## config.mk

```make
export PLATFORM = sky130hd
export DESIGN_NAME = ser_tx
export DESIGN_NICKNAME = d
export VERILOG_FILES = /design/src/rtl/ser_tx_pkg.sv /design/src/rtl/ser_tx_bit_tick.sv /design/src/rtl/ser_tx.sv
export SDC_FILE = /design/constraint.sdc
export NUM_CORES = 1
export LEC_CHECK = 0
export CAP_MARGIN = 20
export CORE_AREA = 2 2 39 41
export DETAILED_ROUTE_END_ITERATION = 7
export DIE_AREA = 0 0 41 43
export PLACE_DENSITY_LB_ADDON = 0.08
export SLEW_MARGIN = 20
export SYNTH_ARGS = -nofsm -noshare
export SYNTH_HDL_FRONTEND = slang
export SYNTH_SLANG_ARGS = --single-unit
```

## constraint.sdc

```tcl
create_clock -name clk -period 2.4 [get_ports clk]
set_input_delay 0.48 -clock clk [delete_from_list [all_inputs] [get_ports clk]]
set_output_delay 0.48 -clock clk [all_outputs]
set_load 0.01 [all_outputs]
```

## src/rtl/ser_tx_pkg.sv

```systemverilog
// Shared definitions for the serial transmitter: FSM encoding and counter sizing.
package ser_tx_pkg;

    typedef enum logic {
        ST_IDLE  = 1'b0,
        ST_SHIFT = 1'b1
    } ser_state_t;

    // Counter width for values 0..n-1, never less than one bit.
    function automatic int clog2_min1(input int n);
        return (n <= 2) ? 1 : $clog2(n);
    endfunction

endpackage

```

## src/rtl/ser_tx_bit_tick.sv

```systemverilog
// Bit-period divider: counts 0..DIV-1 while enabled, tick marks the last cycle of a bit.
module ser_bit_tick
    import ser_tx_pkg::*;
#(
    parameter int DIV = 1
) (
    input  logic clk,
    input  logic rst,
    input  logic en,
    input  logic clr,
    output logic tick
);

    localparam int DW = clog2_min1(DIV);
    localparam logic [DW-1:0] LAST = DW'(DIV - 1);

    logic [DW-1:0] div_cnt;

    // With DIV=1 LAST is 0, so the counter never leaves 0 and tick stays high.
    always_ff @(posedge clk or posedge rst) begin
        if (rst) begin
            div_cnt <= '0;
        end else if (!en || clr || div_cnt == LAST) begin
            div_cnt <= '0;
        end else begin
            div_cnt <= div_cnt + DW'(1);
        end
    end

    assign tick = (div_cnt == LAST);

endmodule

```

## src/rtl/ser_tx.sv

```systemverilog
// Parallel-to-serial transmitter: one valid/ready handshake shared by LANES shift registers.
module ser_tx
    import ser_tx_pkg::*;
#(
    parameter int   WIDTH     = 4,
    parameter int   LANES     = 1,
    parameter int   DIV       = 1,
    parameter int   MSB_FIRST = 0,
    parameter logic IDLE_LVL  = 1'b0
) (
    input  logic                   clk,
    input  logic                   rst,
    input  logic [LANES*WIDTH-1:0] din,
    input  logic                   load,
    output logic                   ready,
    output logic [LANES-1:0]       out,
    output logic                   frame,
    output logic                   busy
);

    localparam int BW = clog2_min1(WIDTH);
    localparam logic [BW-1:0] BIT_LAST = BW'(WIDTH - 1);

    // Handshake: a word is taken on any rising edge where load && ready.
    // ready is combinational so a new word can follow the last bit with no gap.
    ser_state_t             state, state_nxt;
    logic [BW-1:0]          bit_cnt;
    logic [LANES*WIDTH-1:0] sr, sr_shift;
    logic [LANES-1:0]       first_bit, next_bit;
    logic                   tick, last, accept, adv;

    ser_bit_tick #(.DIV(DIV)) u_tick (
        .clk  (clk),
        .rst  (rst),
        .en   (state == ST_SHIFT),
        .clr  (accept),
        .tick (tick)
    );

    assign last   = (state == ST_SHIFT) && (bit_cnt == BIT_LAST) && tick;
    assign ready  = (state == ST_IDLE) || last;
    assign accept = load && ready;
    assign adv    = (state == ST_SHIFT) && tick && (bit_cnt != BIT_LAST);

    always_comb begin
        state_nxt = state;
        case (state)
            ST_IDLE:  if (accept) state_nxt = ST_SHIFT;
            ST_SHIFT: if (last)   state_nxt = accept ? ST_SHIFT : ST_IDLE;
            default:              state_nxt = ST_IDLE;
        endcase
    end

    for (genvar k = 0; k < LANES; k++) begin : g_lane
        logic [WIDTH-1:0] word, cur;
        assign word = din[k*WIDTH +: WIDTH];
        assign cur  = sr[k*WIDTH +: WIDTH];
        if (MSB_FIRST != 0) begin : g_msb
            assign sr_shift[k*WIDTH +: WIDTH] = {cur[WIDTH-2:0], 1'b0};
            assign first_bit[k] = word[WIDTH-1];
            assign next_bit[k]  = cur[WIDTH-2];
        end else begin : g_lsb
            assign sr_shift[k*WIDTH +: WIDTH] = {1'b0, cur[WIDTH-1:1]};
            assign first_bit[k] = word[0];
            assign next_bit[k]  = cur[1];
        end
    end

    always_ff @(posedge clk or posedge rst) begin
        if (rst) begin
            state <= ST_IDLE;
        end else begin
            state <= state_nxt;
        end
    end

    // Leaving SHIFT (or any unexpected encoding) drives every output back to its idle value.
    always_ff @(posedge clk or posedge rst) begin
        if (rst) begin
            bit_cnt <= '0;
            sr      <= '0;
            out     <= {LANES{IDLE_LVL}};
            frame   <= 1'b0;
            busy    <= 1'b0;
        end else if (accept) begin
            bit_cnt <= '0;
            sr      <= din;
            out     <= first_bit;
            frame   <= 1'b1;
            busy    <= 1'b1;
        end else if (state_nxt != ST_SHIFT) begin
            bit_cnt <= '0;
            sr      <= '0;
            out     <= {LANES{IDLE_LVL}};
            frame   <= 1'b0;
            busy    <= 1'b0;
        end else if (adv) begin
            bit_cnt <= bit_cnt + BW'(1);
            sr      <= sr_shift;
            out     <= next_bit;
            frame   <= 1'b0;
        end
    end

endmodule

```

* Yosys cells after proc, flatten, opt, wreduce, memory -nomap -nowiden
Cells that the tools add are included.
Cells by class: shift operators 0, muxes and demuxes 18, equal/unequal tests 4, add/subtract/negate cells 2, multipliers 0, divide/modulo/power cells 0, bitwise logic cells 2, reduce and logical (&&, ||, !) cells 9, $lt $le $gt $ge 0
Operators by type and width (number):
- $mux W4 | 3
- $mux W1 | 11
- $mux W2 | 3
- $logic_and A1 B1 Y1 | 5
- $logic_or A1 B1 Y1 | 3
- $ne A3 B1 Y1 const B | 1
- $add A2 B1 Y2 const B | 1
- $eq A2 B2 Y1 const B | 1
- $ne A2 B1 Y1 const B | 1
- $ne A2 B2 Y1 const B | 1
- $not A1 Y1 | 2
- $pmux W1 S2 | 1
- $add A1 B1 Y1 const B | 1
- $logic_not A1 Y1 | 1
Word-level totals: ROM bits 0, bits in latches 0, memories kept 0, register bits 11, memory bits (writable) 0, logic and storage cells 42, input bits 7

* Longest topological paths before layout
Gate-level depths: netlist (run 1).
depth after elaboration 10, depth in mapped cells 4, mapped depth without buffers 4

* Cells and area by module
Synthesis (run 1) repeated with hierarchy kept, for this count alone.
Unflattened totals: cell total of the unflattened synthesis 37, area total of the unflattened synthesis 450.4 µm²
By module, submodules not included:
- ser_tx | cells an instance 33, instances 1, area each 414.1 µm², sequential area each 225.2 µm²
- ser_bit_tick | cells an instance 4, instances 1, area each 36.3 µm², sequential area each 25.0 µm²

* Worst setup path after synthesis (run 1)
No wires, ideal clock.
kind reg2reg, start register bit_cnt[0], end register busy, stages on the path, launching flop included 5, period minus slack after synthesis 1.317 ns, buffers on the path 0, setup slack 1.083 ns, arrival time 1.192 ns, setup time 0.125 ns, cell sequence dfrtp_1 -> ha_1 -> inv_1 -> o21ai_4 -> mux2_2
Between the ends: word-level cells in the longest chain between the ends 9, elaborated cells on any way between the ends 10, those cells by class eq/ne (2); mux (4); reduce/logical (4)
Ends and longest elaborated chain:
- from (decl) | line ser_tx.sv:27 | logic [BW-1:0] bit_cnt;
- from (signal assigned) | line ser_tx.sv:98 | bit_cnt <= bit_cnt + BW'(1);
- $eq A2 B2 Y1 * | line ser_tx.sv:40 | assign last = (state == ST_SHIFT) && (bit_cnt == BIT_LAST) && tick;
- $logic_and A1 B1 Y1 * (2 in series) | line ser_tx.sv:40
- $logic_or A1 B1 Y1 * | line ser_tx.sv:41 | assign ready = (state == ST_IDLE) || last;
- net ready | line ser_tx.sv:15 | output logic ready,
- $logic_and A1 B1 Y1 * | line ser_tx.sv:42 | assign accept = load && ready;
- $mux W1 | line ser_tx.sv:48, ser_tx.sv:49
- $mux W1 | line ser_tx.sv:49 | ST_SHIFT: if (last) state_nxt = accept ? ST_SHIFT : ST_IDLE;
- $pmux W1 S2 | line ser_tx.sv:47 | case (state)
- $ne A2 B1 Y1 (no source line)
- to (signal assigned) | line ser_tx.sv:84 | busy <= 1'b0;
- to (signal assigned) | line ser_tx.sv:90 | busy <= 1'b1;
- to (signal assigned) | line ser_tx.sv:96 | busy <= 1'b0;
- to (decl) | line ser_tx.sv:18 | output logic busy
Mark *: on every way through the listed nets, which the timed path passes. The rest lies on a longest branch. A chain may end at the register's enable or synchronous reset.

* Worst setup path after layout (run 1)
start register bit_cnt[0], end output port ready
Between the ends: word-level cells in the longest chain between the ends 4
Ends and longest elaborated chain (line):
- $eq A2 B2 Y1 | ser_tx.sv:40
- $logic_and A1 B1 Y1 (2 in series) | ser_tx.sv:40
- $logic_or A1 B1 Y1 | ser_tx.sv:41
- to (decl) | ser_tx.sv:15
No other way between the ends.

==> flow_summary_export.csv, run 1 <==
group,metric,value,unit
outcome,outcome,"finished clean",
sta,hold_viol_final,0,
hold_path,hp-class,"primary input to async pin",
final_layout,areaGrowthSynthToFinish,32.8,%
final_layout,multi_input_area,174,µm²
yosys,syn-mean-instance-area,13.0,µm²
yosys,sequential_to_total_area_share_from_yosys_stat,56.5,%
critical_path,rrSetupSlack,1.01,ns
cts,clock_sinks,10,
critical_path,crit_path_cell_count,4,
critical_path,rr_endpoint,"busy$_DFFE_PP0P_",
cts,cts_buffers,3,
global_routing,grt_start_max_net_pins,11,
cts,library_cell_used_as_clock_root_buffer,"clkbuf_4",
sta,finClkSkew,0.000928,ns
detailed_routing,routed_via_density,4.95,
flow_run,drv.max_cap_violation_count,0,
floorplanning,starting_density_of_the_core,32.0,%
power_and_ir_drop,report.power.total,625,µW
cts,cts_htree_levels,1,
detailed_routing,drtAntennaViolNets,0,
yosys,syn-cell-area,443,µm²
yosys,synthDominantCellAreaShare,56.5,%
final_layout,insertedDiodeCount,0,
detailed_routing,via_count,312,
final_layout,filler_cell_count,140,
sta,layout_worst_path_cycle_share,93.9,%
critical_path,worst_path_dominant_cell_family,"buffers and inverters",
sta,fin_tns_setup,0,ns
critical_path,setup.worst_path.start,"bit_cnt[0]$_DFFE_PP0P_",
critical_path,slowest_stage,"clkdlybuf4s50_1",
final_layout,fin_cells,63,
critical_path,highest_net_fanout_along_the_worst_path,8,
cts,post_cts.repair.setup_buffers,0,
critical_path,worst_setup_path_class,"flop to output pin",
floorplanning,full_die_area,1760,µm²
sta,setup-violations-final,0,
yosys,synthDistinctLibCells,17,
global_routing,via_count_of_the_first_global_routing_pass,331,
yosys,synth_common_cells,"dfrtp_1, a32o_1, a31o_1",
yosys,asyncSetResetFlopFracSynth,100,%
yosys,synthesis.instances,34,
sta,maxClockFrequency,443,MHz
floorplanning,floorplan.die.width,41,µm
yosys,synthesis.nets,42,
cts,cts-root-to-sink-buffers,2,
yosys,synthMostInstantiatedCell,"dfrtp_1",
cts,cts_tree,"built",
detailed_routing,wirelength,837,µm
detailed_routing,drt_pre_antenna_iters,3,
yosys,netlist_top_cells_area,"dfrtp_1, a32o_1, a31o_1, o21ai_4, ha_1",
cts,quantity_of_hold_fixing_buffers_added_after_cts,0,
sta,final_period_minus_worst_setup_slack,2.25,ns
placed_design,routabilityCongestion,0.669,
critical_path,path_buf_inv,2,
critical_path,max_stage_delay,0.59,ns
detailed_routing,avgRoutedWirePerCell,13.3,µm
global_routing,grt_first_pass_wirelength,1480,µm
cts,post_cts_resize_count,0,
global_routing,global_route.overflow_total,0,
placed_design,place_worst_setup_slack,0.436,ns
power_and_ir_drop,cellLeakagePower,0.000248,µW
critical_path,worst_setup_path_start_kind,"flop",
critical_path,cp_cell_sequence,"ha_1 > inv_1 > o21ai_4 > clkdlybuf4s50_1",
detailed_routing,drt_iter0_markers,1,
power_and_ir_drop,power_density,1060,nW/µm²
critical_path,cp-end-kind,"output pin",
yosys,synth_top_flop_cell,"dfrtp_1",
yosys,ys_warn_count,0,
yosys,synth_edf_count,0,
sta,setup_repair_after_global_routing_missed_its_margin,"no",
floorplanning,row_count,14,
critical_path,data_required_time_of_the_critical_path,1.92,ns
yosys,synth.largest_area_cell,"dfrtp_1",
final_layout,layout.core_utilization,42.5,%
critical_path,timing.critical_path.arrival,1.77,ns
final_layout,layout_cells_sized_above_1,17.0,%
global_routing,antenna_violations_before_repair,0,
floorplanning,core_area,1380,µm²
floorplanning,top_level_ports,11,
power_and_ir_drop,vdd_ir_drop_max,0.394,mV
global_routing,gr-usage-all-layers,13.0,%
placed_design,place.port_buffers,10,
cts,clock_transition_at_path_regs,0.07,ns
sta,timing_max_transition_violations_final,0,
final_layout,seqCellArea,250,µm²
critical_path,timing.reg2reg.worst_path_depth,4,
placed_design,numPlacedInstances,59,
sta,setup_slack,0.145,ns
detailed_routing,route.detailed.drc,0,
critical_path,regToRegStartpoint,"bit_cnt[0]$_DFFE_PP0P_",
final_layout,num-nets-final,56,
cts,clk-insertion-delay-late,0.27,ns
yosys,ys_seq_elements,10,
placed_design,post-dp-hpwl,623,µm
floorplanning,dieHeight,43,µm
==> layout make-up <==
cell class,instances,area share (%)
Sequential cell,10,42.6
Tap cell,16,3.40
Multi-Input combinational cell,21,29.6
Timing Repair Buffer,10,17.0
Inverter,2,1.28
Clock buffer,4,6.17
==> kinds of logic (layout without fill, tap and decap cells) <==
kind of cell | count (synthesis) | count (layout) | synth area share [%]
compound gates | 11 | 11 | 23.2
flops | 10 | 10 | 56.5
simple gates | 7 | 7 | 9.89
buf+inv | 3 | 16 | 4.24
fa+ha+maj | 1 | 1 | 2.82
other cells | 1 | 1 | 0.847
mux | 1 | 1 | 2.54
==> power breakdown <==
group	leakage [µW]	internal, µW	switching (µW)
Sequential	0.000125	223	38.0
Combinational	0.000102	127	83.5
Clock	0.0000210	92.2	61.7
==> worst max-delay path by stage <==
stage	slack, ns	end
finish	0.15	ready
global route	0.05	ready
CTS	0.12	ready
detailed placement	0.44	ready
global placement	0.45	ready
floorplan	1.08	busy$_DFFE_PP0P_
==> metal layers <==
| metal | vias to the layer above | GRT usage [%] | routed length [µm] |
|---|---|---|---|
| met5 | - | 0 | 0 |
| met4 | 0 | 6.00 | 10 |
| met1 | 151 | 15.2 | 346 |
| met3 | 2 | 6.28 | 51 |
| met2 | 10 | 19.4 | 429 |
| li1 | 149 | - | - |
==> worst reg2reg max path: stages, from the launching register on <==
cell	delay, ns
dfrtp_1	0.38
ha_1	0.22
inv_1	0.08
o21ai_4	0.24
mux2_2	0.36
==> layout by cell type (no fill, tap or decap), drive strengths merged <==
cell type / instances
dfrtp: 10
clkdlybuf4s50: 10
a32o: 4
clkbuf: 4
a31o: 3
a21oi: 2
nor2b: 2
inv: 2
nor3: 1
o21ai: 1
and2: 1
nor3b: 1
mux2: 1
nand2b: 1
a22o: 1
nor2: 1
ha: 1
conb: 1
==> metrics by stage <==
step                hold WS (ns)  cell area (µm²)
finish                     0.481              588
global route               0.546              588
CTS                        0.488              588
detailed placement         0.495              552
global placement           0.481              552
floorplan                  0.320              443
==> sequential cells by signal, indices dropped and copies added (netlist names) <==
name,count
bit_cnt,2
busy,1
frame,1
g_lane.cur,3
out,1
state,1
u_tick.div_cnt,1
Note: power is estimated with default switching activity, not from simulation.
==> run 2: changes to the inputs <==
--- a/config.mk
+++ b/config.mk
@@ -7,10 +7,10 @@
 export LEC_CHECK = 0
 export CAP_MARGIN = 20
 export CORE_AREA = 2 2 39 41
+export CTS_BUF_LIST = sky130_fd_sc_hd__clkbuf_4
 export DETAILED_ROUTE_END_ITERATION = 7
 export DIE_AREA = 0 0 41 43
 export PLACE_DENSITY_LB_ADDON = 0.08
-export SLEW_MARGIN = 20
 export SYNTH_ARGS = -nofsm -noshare
 export SYNTH_HDL_FRONTEND = slang
 export SYNTH_SLANG_ARGS = --single-unit
==> run 2 against run 1 <==
  * Hold slack worse by 0.0044 ns
  * Fmax down 0.20%
  * Global-route usage down 0.10 points
  * Combinational power about the same
  * Non-clock buffer count unchanged
  * Utilization down 0.72 points
  * Sequential power about the same
  * Critical path type unchanged
==> flow_summary_export.csv, run 2 (synthesis results as in run 1) <==
group,metric,value,unit
cts,clock_transition_at_path_regs,0.07,ns
cts,cts_tree,"built",
global_routing,via_count_of_the_first_global_routing_pass,327,
sta,finClkSkew,0.000546,ns
detailed_routing,route.detailed.drc,0,
critical_path,regToRegStartpoint,"bit_cnt[0]$_DFFE_PP0P_",
power_and_ir_drop,vdd_ir_drop_max,0.367,mV
final_layout,insertedDiodeCount,0,
final_layout,layout_cells_sized_above_1,14.9,%
sta,timing_max_transition_violations_final,0,
global_routing,antenna_violations_before_repair,0,
flow_run,drv.max_cap_violation_count,0,
placed_design,routabilityCongestion,0.669,
power_and_ir_drop,cellLeakagePower,0.000243,µW
critical_path,rr_endpoint,"busy$_DFFE_PP0P_",
cts,cts_buffers,3,
cts,cts_htree_levels,1,
critical_path,worst_setup_path_start_kind,"flop",
hold_path,hp-class,"primary input to async pin",
critical_path,setup.worst_path.start,"bit_cnt[0]$_DFFE_PP0P_",
global_routing,grt_start_max_net_pins,11,
final_layout,filler_cell_count,139,
floorplanning,full_die_area,1760,µm²
cts,clk-insertion-delay-late,0.27,ns
critical_path,worst_setup_path_class,"flop to output pin",
final_layout,areaGrowthSynthToFinish,30.5,%
cts,library_cell_used_as_clock_root_buffer,"clkbuf_4",
detailed_routing,drtAntennaViolNets,0,
floorplanning,core_area,1380,µm²
critical_path,rrSetupSlack,1.00,ns
detailed_routing,drt_pre_antenna_iters,4,
floorplanning,floorplan.die.width,41,µm
cts,post_cts_resize_count,0,
sta,final_period_minus_worst_setup_slack,2.26,ns
final_layout,num-nets-final,56,
cts,post_cts.repair.setup_buffers,0,
placed_design,place.port_buffers,10,
cts,clock_sinks,10,
sta,maxClockFrequency,443,MHz
floorplanning,row_count,14,
placed_design,post-dp-hpwl,623,µm
global_routing,gr-usage-all-layers,12.9,%
detailed_routing,drt_iter0_markers,3,
power_and_ir_drop,report.power.total,596,µW
final_layout,mostFrequentLayoutCells,"dfrtp_1, clkdlybuf4s50_1, a32o_1",
detailed_routing,avgRoutedWirePerCell,13.6,µm
cts,quantity_of_hold_fixing_buffers_added_after_cts,0,
detailed_routing,via_count,318,
critical_path,highest_net_fanout_along_the_worst_path,8,
outcome,outcome,"finished clean",
critical_path,cp-end-kind,"output pin",
power_and_ir_drop,power_density,1030,nW/µm²
final_layout,largest_reg_flops,3,
cts,cts-root-to-sink-buffers,2,
floorplanning,dieHeight,43,µm
critical_path,timing.reg2reg.worst_path_depth,4,
global_routing,grt_first_pass_wirelength,1460,µm
sta,layout_worst_path_cycle_share,94.1,%
global_routing,global_route.overflow_total,0,
critical_path,data_required_time_of_the_critical_path,1.92,ns
sta,setup-violations-final,0,
floorplanning,starting_density_of_the_core,32.0,%
critical_path,crit_path_end,"ready",
sta,setup_repair_after_global_routing_missed_its_margin,"no",
floorplanning,top_level_ports,11,
detailed_routing,routed_via_density,5.05,
detailed_routing,wirelength,858,µm
critical_path,timing.critical_path.arrival,1.78,ns
sta,hold_viol_final,0,
sta,fin_tns_setup,0,ns
[run 2: how the worst min path moves through the flow]
stage                                       from                      endpoint  depth (start not counted)
CTS                                          rst      u_tick.div_cnt$_DFF_PP0_                          2
global placement    g_lane[0].cur[3]$_DFFE_PP0P_  g_lane[0].cur[3]$_DFFE_PP0P_                          1
global route                                 rst      u_tick.div_cnt$_DFF_PP0_                          2
detailed placement  g_lane[0].cur[3]$_DFFE_PP0P_  g_lane[0].cur[3]$_DFFE_PP0P_                          1
finish                                       rst        bit_cnt[1]$_DFFE_PP0P_                          2
floorplan                                    rst        bit_cnt[0]$_DFFE_PP0P_                          1
[run 2: final cells by class]
| cell class | instances | area [µm²] | share of cell area, % |
|---|---|---|---|
| Clock buffer | 3 | 22.5 | 3.90 |
| Clock inverter | 1 | 3.75 | 0.649 |
| Inverter | 2 | 7.51 | 1.30 |
| Multi-Input combinational cell | 21 | 174 | 30.1 |
| Sequential cell | 10 | 250 | 43.3 |
| Tap cell | 16 | 20.0 | 3.46 |
| Timing Repair Buffer | 10 | 100 | 17.3 |
[run 2: metal layers]
| metal | part of all wire, % | global-route usage, % | vias to the layer above | wire, µm |
|---|---|---|---|---|
| li1 | - | - | 150 | - |
| met1 | 41 | 14.8 | 156 | 354 |
| met2 | 51 | 19.4 | 10 | 439 |
| met3 | 6.2 | 6.28 | 2 | 53 |
| met4 | 1.2 | 6.00 | 0 | 10 |
| met5 | 0 | 0 | - | 0 |
[run 2: where the power goes]
part           leakage (µW)  switching (µW)  internal [µW]
registers          0.000125            38.8            223
clock network     0.0000154            63.8           60.2
logic              0.000102            83.4            126
total              0.000243             186            410
[run 2: per-stage QoR]
stage	setup slack, ns	instance area [µm²]	util (%)	std cells	hold WS, ns
2_1_floorplan	1.08	443	-	34	0.320
5_1_grt	0.0500	578	41.8	63	0.546
3_5_place_dp	0.436	552	39.9	59	0.495
4_1_cts	0.119	578	41.8	63	0.487
6_report	0.141	578	41.8	63	0.476
3_3_place_gp	0.454	552	39.9	59	0.481
[run 2: worst max-delay path: stages (launching register included)]
cell             delay [ns]
dfrtp_1                0.38
ha_1                   0.22
inv_1                  0.08
o21ai_4                0.24
clkdlybuf4s50_1        0.59
